### config.mk
export PLATFORM = sky130hd
export DESIGN_NAME = window_stat_collector
export DESIGN_NICKNAME = d
export VERILOG_FILES = /design/src/rtl/window_stat_collector.sv
export SDC_FILE = /design/constraint.sdc
export NUM_CORES = 1
export LEC_CHECK = 0
export ABC_AREA = 1
export CAP_MARGIN = 0
export CORE_MARGIN = 1
export CORE_UTILIZATION = 50
export CTS_CLUSTER_DIAMETER = 30
export DETAILED_ROUTE_END_ITERATION = 10
export PLACE_DENSITY = 0.8
export SYNTH_ARGS = -nofsm -noshare
export SYNTH_HDL_FRONTEND = slang
export SYNTH_SLANG_ARGS = --single-unit
### constraint.sdc
create_clock -name clk -period 2.1 [get_ports clk]
set_input_delay 0.21 -clock clk [delete_from_list [all_inputs] [get_ports clk]]
set_output_delay 0.21 -clock clk [all_outputs]
set_load 0.1 [all_outputs]
### src/rtl/window_stat_collector.sv
// Window statistics collector: accumulates unsigned sums and a signed peak over
// WINDOW samples (or until flush), then holds the result until downstream takes it.
module window_stat_collector #(
   parameter int WINDOW = 4
) (
   input  logic        clk,
   input  logic        rst_n,
   input  logic        in_valid,
   output logic        in_ready,
   input  logic [7:0]  in_sum,
   input  logic [7:0]  in_max,
   input  logic        flush,
   output logic        out_valid,
   input  logic        out_ready,
   output logic [15:0] out_total,
   output logic [7:0]  out_peak,
   output logic [7:0]  out_count,
   output logic        busy
);

   typedef enum logic [1:0] {
      S_IDLE,
      S_ACCUM,
      S_EMIT
   } state_t;

   localparam logic [7:0] WIN = 8'(WINDOW);

   state_t      state_q, state_d;
   logic [15:0] total_q, total_d;
   logic [7:0]  peak_q, peak_d;
   logic [7:0]  count_q, count_d;
   logic        out_valid_q, out_valid_d;
   logic        in_ready_q, in_ready_d;
   logic        busy_q, busy_d;

   logic        accept;
   logic [7:0]  count_inc;
   logic        take_peak;

   always_comb begin
      accept    = in_valid & in_ready_q;
      count_inc = count_q + 8'd1;
      take_peak = $signed(in_max) > $signed(peak_q);

      state_d = state_q;
      total_d = total_q;
      peak_d  = peak_q;
      count_d = count_q;

      unique case (state_q)
         S_IDLE: begin
            if (accept) begin
               total_d = {8'd0, in_sum};
               peak_d  = in_max;
               count_d = 8'd1;
               state_d = S_ACCUM;
            end
         end
         S_ACCUM: begin
            if (accept) begin
               total_d = total_q + {8'd0, in_sum};
               count_d = count_inc;
               if (take_peak) begin
                  peak_d = in_max;
               end
            end
            // a flush arriving with a sample closes the window after folding it in
            if ((accept && (count_inc == WIN)) || flush) begin
               state_d = S_EMIT;
            end
         end
         S_EMIT: begin
            if (out_ready) begin
               state_d = S_IDLE;
            end
         end
         default: begin
            state_d = S_IDLE;
         end
      endcase

      out_valid_d = (state_d == S_EMIT);
      in_ready_d  = (state_d != S_EMIT);
      busy_d      = (state_d != S_IDLE);
   end

   always_ff @(posedge clk) begin
      if (!rst_n) begin
         state_q     <= S_IDLE;
         total_q     <= 16'd0;
         peak_q      <= 8'h80;
         count_q     <= 8'd0;
         out_valid_q <= 1'b0;
         in_ready_q  <= 1'b1;
         busy_q      <= 1'b0;
      end else begin
         state_q     <= state_d;
         total_q     <= total_d;
         peak_q      <= peak_d;
         count_q     <= count_d;
         out_valid_q <= out_valid_d;
         in_ready_q  <= in_ready_d;
         busy_q      <= busy_d;
      end
   end

   assign in_ready  = in_ready_q;
   assign out_valid = out_valid_q;
   assign out_total = total_q;
   assign out_peak  = peak_q;
   assign out_count = count_q;
   assign busy      = busy_q;

endmodule

==> results of run 1 <==
final cells by class:
cell class              instances  area share (%)
multi-input cells             261            45.6
flip-flops and latches         37            25.0
repair buffers                 65            17.5
inverters                      59            7.22
clock buffers                   6            2.37
well taps                      52            2.12
clock inverters                 1           0.163
cells in the mapped netlist:
cell type / number
nand2_1: 102
inv_1: 53
a21oi_1: 38
dfxtp_1: 37
nor2_1: 30
nand3_1: 28
ha_1: 18
o21ai_0: 8
inv_2: 6
buf_2: 4
nand4_1: 4
nor2_2: 4
nand2_2: 3
xnor2_1: 3
a21o_1: 2
buf_6: 2
nand3_2: 2
nor2_4: 2
nor3_1: 2
o21ai_1: 2
o21ai_2: 2
o22ai_1: 2
a2bb2oi_1: 1
a31oi_1: 1
clkbuf_1: 1
fa_1: 1
nand3b_1: 1
o211ai_1: 1
o211ai_2: 1
o221ai_1: 1
or2_1: 1
xor2_1: 1
worst reg2reg max path, stage by stage, from the launching register on:
cell and delay [ps]:
dfxtp_4 360, ha_2 170, inv_1 60, fa_2 350
inv_2 70, nand3_2 60, o211ai_2 80, nand2_1 60
nand3_1 80, nand2_2 80, nor2_4 150, nand2_2 70
nor2_1 110, nor2_1 60
per-stage QoR:
stage / std cells / util [%]
3_3_place_gp: 474 / 66.4
2_1_floorplan: 364 / -
5_1_grt: 481 / 68.6
6_report: 481 / 68.6
3_5_place_dp: 474 / 66.4
4_1_cts: 481 / 68.1
kinds of logic (layout without fill, tap and decap cells):
| group | after synthesis | count (layout) |
|---|---|---|
| adders and majority gates | 19 | 19 |
| buffers and inverters | 66 | 131 |
| and+or+nand+nor | 179 | 179 |
| AOI/OAI and AO/OA | 59 | 59 |
| DFF | 37 | 37 |
| xor gates and xnor gates | 4 | 4 |
worst paths after layout:
path                            slack, ps             to  cells after the start
worst max-delay path                  160  out_total[14]                     14
worst min-delay path                  460    out_peak[7]                      2
worst max register to register        240  out_total[14]                     13
worst min register to register        460    out_peak[7]                      2
where the power goes:
part / total (W) / internal [W] / switching [W]
Clock: 0.000475 / 0.000226 / 0.000249
Combinational: 0.000848 / 0.000249 / 0.000599
Sequential: 0.000798 / 0.000757 / 0.0000410
state kept, by name, indices dropped and copies added, names as in the netlist:
signal,count
in_ready,1
state_q,2
out_valid,1
out_peak,8
busy,1
out_total,16
out_count,8
routing by layer:
layer  part of all wire (%)  up-vias  track usage [%]
li1                       -     1293                -
met1                     47     1103             28.9
met2                     48       50             40.1
met3                    4.1        5             3.70
met4                    1.4        0             8.89
met5                      0        -                0
what timing repair did:
item | in CTS | in global routing
hold buffers | 0 | 0
endpoints found under the hold margin | 0 | 0
resized for setup | 0 | 7
buffers inserted | 0 | 0
setup endpoints to repair | 0 | 2
==> flow_summary_export.csv, run 1 <==
group,metric,value,unit
critical_path,path_delay_family,"simple AND/OR/NAND/NOR gates",
detailed_routing,num_vias,2451,
critical_path,path_cells,"clkdlybuf4s50_1, ha_2, inv_1, fa_2, inv_2, nand3_2, o211ai_2, nand2_1, nand3_1, nand2_2, nor2_4, nand2_2, nor2_1, nor2_1",
detailed_routing,dr.pass1.iters,7,
clocking,clkSinkCount,37,
die,start_util,53.4,%
cells_and_area,multi_input_area,0.00140,mm²
synth,yosys_warnings,0,
critical_path,path_class,"input pin to flop",
synth,yosysTopAreaCell,"dfxtp_1",
sta,finClkSkew,2.08,ps
placed_design,pre_cts_slack,-215,ps
power_and_ir_drop,peakVddDrop,0.000400,V
global_routing,grt_pass1_wl,9320,µm
sta,relSlewSlack,56.8,%
placed_design,place_area,0.00297,mm²
die,die_w,71.1,µm
synth,synth_compound_area_share,13.8,%
die,ioPinCount,56,
clocking,cts.htree.levels,2,
die,core_area,0.00447,mm²
detailed_routing,ant_nets,0,
cells_and_area,antenna_cells,0,
synth,seq_area_frac_synth,31.0,%
sta,tightest_slew,648,ps
cells_and_area,regArea,766,µm²
synth,synth_top_area_share,31.0,%
global_routing,grt_pass1_vias,2163,
synth,synthAdderAreaFrac,10.3,%
critical_path,start_kind,"input pin",
power_and_ir_drop,power.density,692,mW/mm²
clocking,insertion_delay,290,ps
detailed_routing,vias_per_cell,5.10,
cells_and_area,final_common_cell,"nand2_1",
clocking,clock_path_buffers,2,
critical_path,endpoint_kind,"flop",
sta,totalNegativeSetupSlack,0,ps
global_routing,antenna_found_initial,0,
critical_path,crit_start,"in_sum[0]",
synth,synth_xor_area_share,1.47,%
synth,synthTopCellsByArea,"dfxtp_1, nand2_1, ha_1",
cells_and_area,final_area,0.00307,mm²
critical_path,crit_fanout,3,
synth,synthSimpleGateAreaFrac,32.3,%
synth,syn-num-nets,404,
detailed_routing,finalWirelength,5490,µm
critical_path,arrival,2120,ps
clocking,cts_buffers,5,
sta,setup_viol,0,
detailed_routing,drtIter0Drc,107,
synth,synthCells,364,
global_routing,grt_overflow,0,
sta,drv_slew,0,
die,dieArea,0.00506,mm²
synth,synth_top_family_by_area,"simple AND/OR/NAND/NOR gates",
synth,synthMuxAreaShare,0,%
detailed_routing,drc,3,
cells_and_area,mostFrequentLayoutCells,"nand2_1, inv_1, buf_4, a21oi_1, nor2_1",
synth,synth_area_per_cell,6.56,µm²
clocking,root_buffer,"clkbuf_8",
flow_run,maxCapViolCount,0,
global_routing,grt_use_total,23.2,%
clocking,cts.clk_slew.worst_paths,70,ps
synth,synth_area,0.00239,mm²
status,failed_checks,"design-rule violations",
synth,synth_cell_types,32,
sta,fin_ws,164,ps
die,dieHeight,71.1,µm
detailed_routing,avgRoutedWirePerCell,11.4,µm
global_routing,grt_max_degree,17,
worst_hold_path,hold_start,"out_peak[7]",
critical_path,path_buf_inv,3,
critical_path,rr_startpoint,"out_total[0]",
cells_and_area,drive_gt1_share,22.1,%
cells_and_area,finalNetCount,469,
placed_design,port_buffers,55,
die,rows,24,
critical_path,required,2290,ps
power_and_ir_drop,p_leak,1.50,nW
cells_and_area,syn_to_final_growth,28.4,%
sta,hold_violations,0,
clocking,cts_tree,"built",
sta,fmax,516,MHz
sta,hold_slack,465,ps
sta,period_share,92.2,%
synth,ys_ff_latch,37,
sta,post-route-min-period,1940,ps
power_and_ir_drop,finalPower,0.00212,W
critical_path,crit_slowest_cell,"clkdlybuf4s50_1",
placed_design,gp_congestion,0.879,
critical_path,critPathMaxStageDelay,500,ps
status,status,"finished, violations left",
placed_design,dp_hpwl,4220,µm
cells_and_area,n_fill_cell,389,
worst_hold_path,hold_class,"flop to flop",
(Power assumes the default switching activity.)
==> run 2: changes to the inputs <==
Settings changed: MAX_ROUTING_LAYER from default to met4.
==> flow_summary_export.csv, run 2 (synthesis results as in run 1) <==
group,metric,value,unit
global_routing,antenna_found_initial,0,
placed_design,pre_cts_slack,-215,ps
sta,hold_violations,0,
cells_and_area,antenna_cells,0,
die,dieArea,0.00506,mm²
critical_path,crit_slowest_cell,"clkdlybuf4s50_1",
detailed_routing,ant_nets,0,
global_routing,grt_use_total,23.9,%
detailed_routing,vias_per_cell,5.09,
sta,tightest_slew,636,ps
critical_path,endpoint_kind,"flop",
sta,finClkSkew,1.92,ps
detailed_routing,finalWirelength,5490,µm
clocking,root_buffer,"clkbuf_8",
detailed_routing,avgRoutedWirePerCell,11.4,µm
clocking,cts.clk_slew.worst_paths,70,ps
die,rows,24,
status,status,"finished, violations left",
die,ioPinCount,56,
cells_and_area,largest_reg_flops,16,
die,core_area,0.00447,mm²
die,die_w,71.1,µm
clocking,cts_tree,"built",
critical_path,arrival,2120,ps
critical_path,critPathMaxStageDelay,500,ps
clocking,cts_buffers,5,
critical_path,path_buf_inv,3,
critical_path,crit_fanout,3,
power_and_ir_drop,power.density,692,mW/mm²
critical_path,path_class,"input pin to flop",
clocking,cts.htree.levels,2,
critical_path,required,2290,ps
critical_path,start_kind,"input pin",
die,dieHeight,71.1,µm
worst_hold_path,hold_class,"flop to flop",
global_routing,grt_max_degree,17,
placed_design,dp_hpwl,4220,µm
clocking,clkSinkCount,37,
detailed_routing,num_vias,2447,
placed_design,gp_congestion,0.893,
sta,setup_viol,0,
sta,drv_slew,0,
cells_and_area,final_common_cell,"nand2_1",
sta,period_share,92.2,%
flow_run,maxCapViolCount,0,
global_routing,grt_pass1_vias,2164,
critical_path,path_delay_family,"simple AND/OR/NAND/NOR gates",
cells_and_area,syn_to_final_growth,28.4,%
die,start_util,53.4,%
sta,fmax,517,MHz
placed_design,port_buffers,55,
sta,post-route-min-period,1940,ps
cells_and_area,mostFrequentLayoutCells,"nand2_1, inv_1, buf_4, a21oi_1, nor2_1",
power_and_ir_drop,peakVddDrop,0.000400,V
global_routing,grt_pass1_wl,9310,µm
cells_and_area,n_fill_cell,389,
clocking,clock_path_buffers,2,
power_and_ir_drop,p_leak,1.50,nW
sta,relSlewSlack,57.6,%
cells_and_area,drive_gt1_share,22.1,%
sta,totalNegativeSetupSlack,0,ps
detailed_routing,drc,3,
cells_and_area,finalNetCount,469,
sta,fin_ws,164,ps
clocking,cts_hold_buf,0,
detailed_routing,dr.pass1.iters,8,
detailed_routing,drtIter0Drc,108,
global_routing,grt_overflow,0,
status,failed_checks,"design-rule violations",
clocking,insertion_delay,290,ps
critical_path,path_cells,"clkdlybuf4s50_1, ha_2, inv_1, fa_2, inv_2, nand3_2, o211ai_2, nand2_1, nand3_1, nand2_2, nor2_4, nand2_2, nor2_1, nor2_1",
==> run 2: area by class of cell <==
type                    instances  area (µm²)  share of cell area, %
clock buffers                   6        72.6                   2.37
clock inverters                 1        5.00                  0.163
inverters                      59         221                   7.22
multi-input cells             261        1400                   45.6
flip-flops and latches         37         766                   25.0
well taps                      52        65.1                   2.12
repair buffers                 65         538                   17.5
==> run 2: repair_timing <==
action,4_1_cts,5_1_grt
buffers inserted,0,0
resized for setup,0,7
setup endpoints to repair,0,2
==> run 2: path summary, 6_finish.rpt <==
kind / startpoint / endpoint / depth (start not counted) / slack, ps
setup / recovery: in_sum[0] / out_total[14] / 14 / 160
hold / removal: out_peak[7] / out_peak[7] / 2 / 460
setup reg to reg: out_total[0] / out_total[14] / 13 / 240
hold reg to reg: out_peak[7] / out_peak[7] / 2 / 460
==> run 2: through the flow <==
step | std cells | power [W] | area (µm²) | util (%) | hold WS (ps)
after floorplan | 364 | 0.00146 | 2410 | - | 309
after global placement | 474 | 0.00164 | 2970 | 66.4 | 450
after detailed placement | 474 | 0.00166 | 2970 | 66.4 | 458
after CTS | 481 | 0.00213 | 3050 | 68.1 | 474
after global routing | 481 | 0.00224 | 3070 | 68.6 | 496
final | 481 | 0.00212 | 3070 | 68.6 | 465
==> run 2: report_power, final <==
| part | leakage (nW) | internal (W) | switching, W |
|---|---|---|---|
| sequential | 0.308 | 0.000757 | 0.0000412 |
| combinational | 1.16 | 0.000249 | 0.000599 |
| clock | 0.0410 | 0.000226 | 0.000250 |
==> run 2: metal layers <==
layer,vias to the layer above,track usage (%),share of wire [%]
li1,1294,-,-
met4,0,8.89,1.4
met2,57,40.1,47
met3,5,3.70,4.4
met5,-,-,0
met1,1091,28.9,47
==> run 2: worst register-to-register path: cells and delay by family, from the launching register on <==
family,cells,cell delay (ps)
compound gates,1,80
simple gates,8,670
buf+inv,2,130
fa+ha+maj,2,520
flops,1,360
==> run 3: changes to the inputs <==
Settings changed: CELL_PAD_IN_SITES_DETAIL_PLACEMENT from default to 1, CELL_PAD_IN_SITES_GLOBAL_PLACEMENT from default to 1, CORE_UTILIZATION 50 to 35, PLACE_DENSITY 0.8 to default, PLACE_DENSITY_LB_ADDON from default to 0.1, SKIP_LAST_GASP from default to 1.
==> flow_summary_export.csv, run 3 (synthesis results as in run 1) <==
group,metric,value,unit
critical_path,r2r_cells,14,
die,dieArea,0.00716,mm²
cells_and_area,finalNetCount,473,
clocking,cts.htree.levels,2,
cells_and_area,drive_gt1_share,23.7,%
placed_design,pre_cts_slack,-258,ps
detailed_routing,num_vias,2510,
worst_hold_path,min_path_cells,2,
sta,tightest_slew,673,ps
clocking,cts.clk_slew.worst_paths,90,ps
sta,setup_viol,0,
power_and_ir_drop,p_sw,0.000935,W
sta,drv_slew,0,
detailed_routing,vias_per_cell,4.91,
die,dieHeight,84.6,µm
power_and_ir_drop,clkPwrFrac,23.4,%
sta,rsz0062_at_grt,"false",
critical_path,path_class,"input pin to flop",
critical_path,arrival,2220,ps
critical_path,required,2340,ps
die,start_util,37.0,%
critical_path,start_kind,"input pin",
sta,fmax,504,MHz
die,core_area,0.00646,mm²
placed_design,dp_hpwl,5160,µm
power_and_ir_drop,power.density,695,mW/mm²
critical_path,crit_fanout,3,
cells_and_area,syn_to_final_growth,31.4,%
cells_and_area,mostFrequentLayoutCells,"nand2_1, inv_1, buf_4, a21oi_1",
status,status,"finished, violations left",
detailed_routing,drtIter0Drc,75,
sta,period_share,94.5,%
power_and_ir_drop,p_leak,1.53,nW
die,ioPinCount,56,
critical_path,path_delay_family,"simple AND/OR/NAND/NOR gates",
critical_path,crit_slowest_cell,"clkdlybuf4s50_1",
global_routing,grt_pass1_vias,2446,
sta,hold_violations,0,
clocking,clock_path_buffers,2,
placed_design,gp_congestion,0.833,
sta,relSlewSlack,55.1,%
detailed_routing,dr.pass1.iters,9,
critical_path,cp.depth,15,
clocking,root_buffer,"clkbuf_8",
critical_path,path_cells,"clkdlybuf4s50_1, ha_2, inv_1, fa_2, inv_2, nand3_1, o211ai_2, nand2_1, nand3_1, nand2_2, nor2_4, nand2_2, nand2_1, nand2_1, nor2_1",
clocking,cts_tree,"built",
clocking,insertion_delay,290,ps
power_and_ir_drop,internal-power,0.00125,W
cells_and_area,largest_reg_flops,16,
critical_path,endpoint_kind,"flop",
flow_run,maxCapViolCount,0,
power_and_ir_drop,peakVddDrop,0.000312,V
power_and_ir_drop,finalPower,0.00218,W
die,die_w,84.6,µm
status,failed_checks,"design-rule violations",
die,rows,29,
power_and_ir_drop,switching_share,42.8,%
clocking,clkSinkCount,37,
sta,finClkSkew,10.1,ps
cells_and_area,final_common_cell,"nand2_1",
critical_path,critPathMaxStageDelay,490,ps
sta,fin_ws,115,ps
detailed_routing,avgRoutedWirePerCell,12.9,µm
power_and_ir_drop,p_comb_share,40.0,%
global_routing,grt_pass1_wl,11000,µm
global_routing,grt_use_total,19.7,%
detailed_routing,drc,4,
sta,post-route-min-period,1980,ps
global_routing,grt_max_degree,17,
sta,totalNegativeSetupSlack,0,ps
critical_path,crit_top_cell,"nand2_1",
clocking,cts_hold_buf,0,
critical_path,path_buf_inv,3,
placed_design,port_buffers,55,
clocking,cts_buffers,5,
global_routing,antenna_found_initial,0,
detailed_routing,finalWirelength,6590,µm
detailed_routing,ant_nets,0,
cells_and_area,antenna_cells,0,
global_routing,grt_overflow,0,
power_and_ir_drop,sequentialPowerShare,36.7,%
worst_hold_path,hold_class,"flop to flop",
[run 3: path summary, 6_finish.rpt]
check,startpoint,endpoint,slack (ps)
hold / removal,out_total[4],out_total[4],480
setup / recovery,in_sum[0],out_total[12],120
setup reg to reg,out_total[0],out_total[12],190
hold reg to reg,out_total[4],out_total[4],480
[run 3: repair_timing]
action                     CTS  global route
resized for setup            0             9
setup endpoints to repair    0             2
setup buffers                0             0
[run 3: per-layer routing]
layer | vias up | wire length [µm] | track usage, %
met3 | 7 | 162 | 3.15
met5 | - | 0 | -
met2 | 34 | 3320 | 36.1
met1 | 1175 | 3030 | 22.4
li1 | 1294 | - | -
met4 | 0 | 72 | 4.93
[run 3: power by group through the flow]
stage	combinational [W]	clock [W]	sequential (W)
after floorplan	0.000332	0	0.00113
after global placement	0.000861	0	0.000815
after detailed placement	0.000874	0	0.000817
after CTS	0.000877	0.000526	0.000800
after global routing	0.000945	0.000558	0.000808
final	0.000873	0.000510	0.000800
[run 3: area by class of cell]
cell class              count  area (µm²)
flip-flops and latches     37         766
clock inverters             3        16.3
multi-input cells         261        1400
repair buffers             69         568
well taps                  77        96.3
fillers                   878        3320
inverters                  59         221
clock buffers               5        68.8
[run 3: metrics by stage]
stage | utilization, % | area [µm²] | hold WS [ps] | instances
6_report | 48.6 | 3140 | 480 | 511
5_1_grt | 48.6 | 3140 | 511 | 511
4_1_cts | 48.3 | 3120 | 486 | 511
3_5_place_dp | 46.9 | 3030 | 467 | 503
3_3_place_gp | 46.9 | 3030 | 455 | 503
2_1_floorplan | - | 2410 | 309 | 364
[run 3: worst reg2reg max path, delay by kind of cell, from the launching register on]
kind | cells | cell delay (ps)
compound gates | 1 | 80
simple gates | 9 | 770
fa+ha+maj | 2 | 510
buf+inv | 2 | 120
flops | 1 | 360
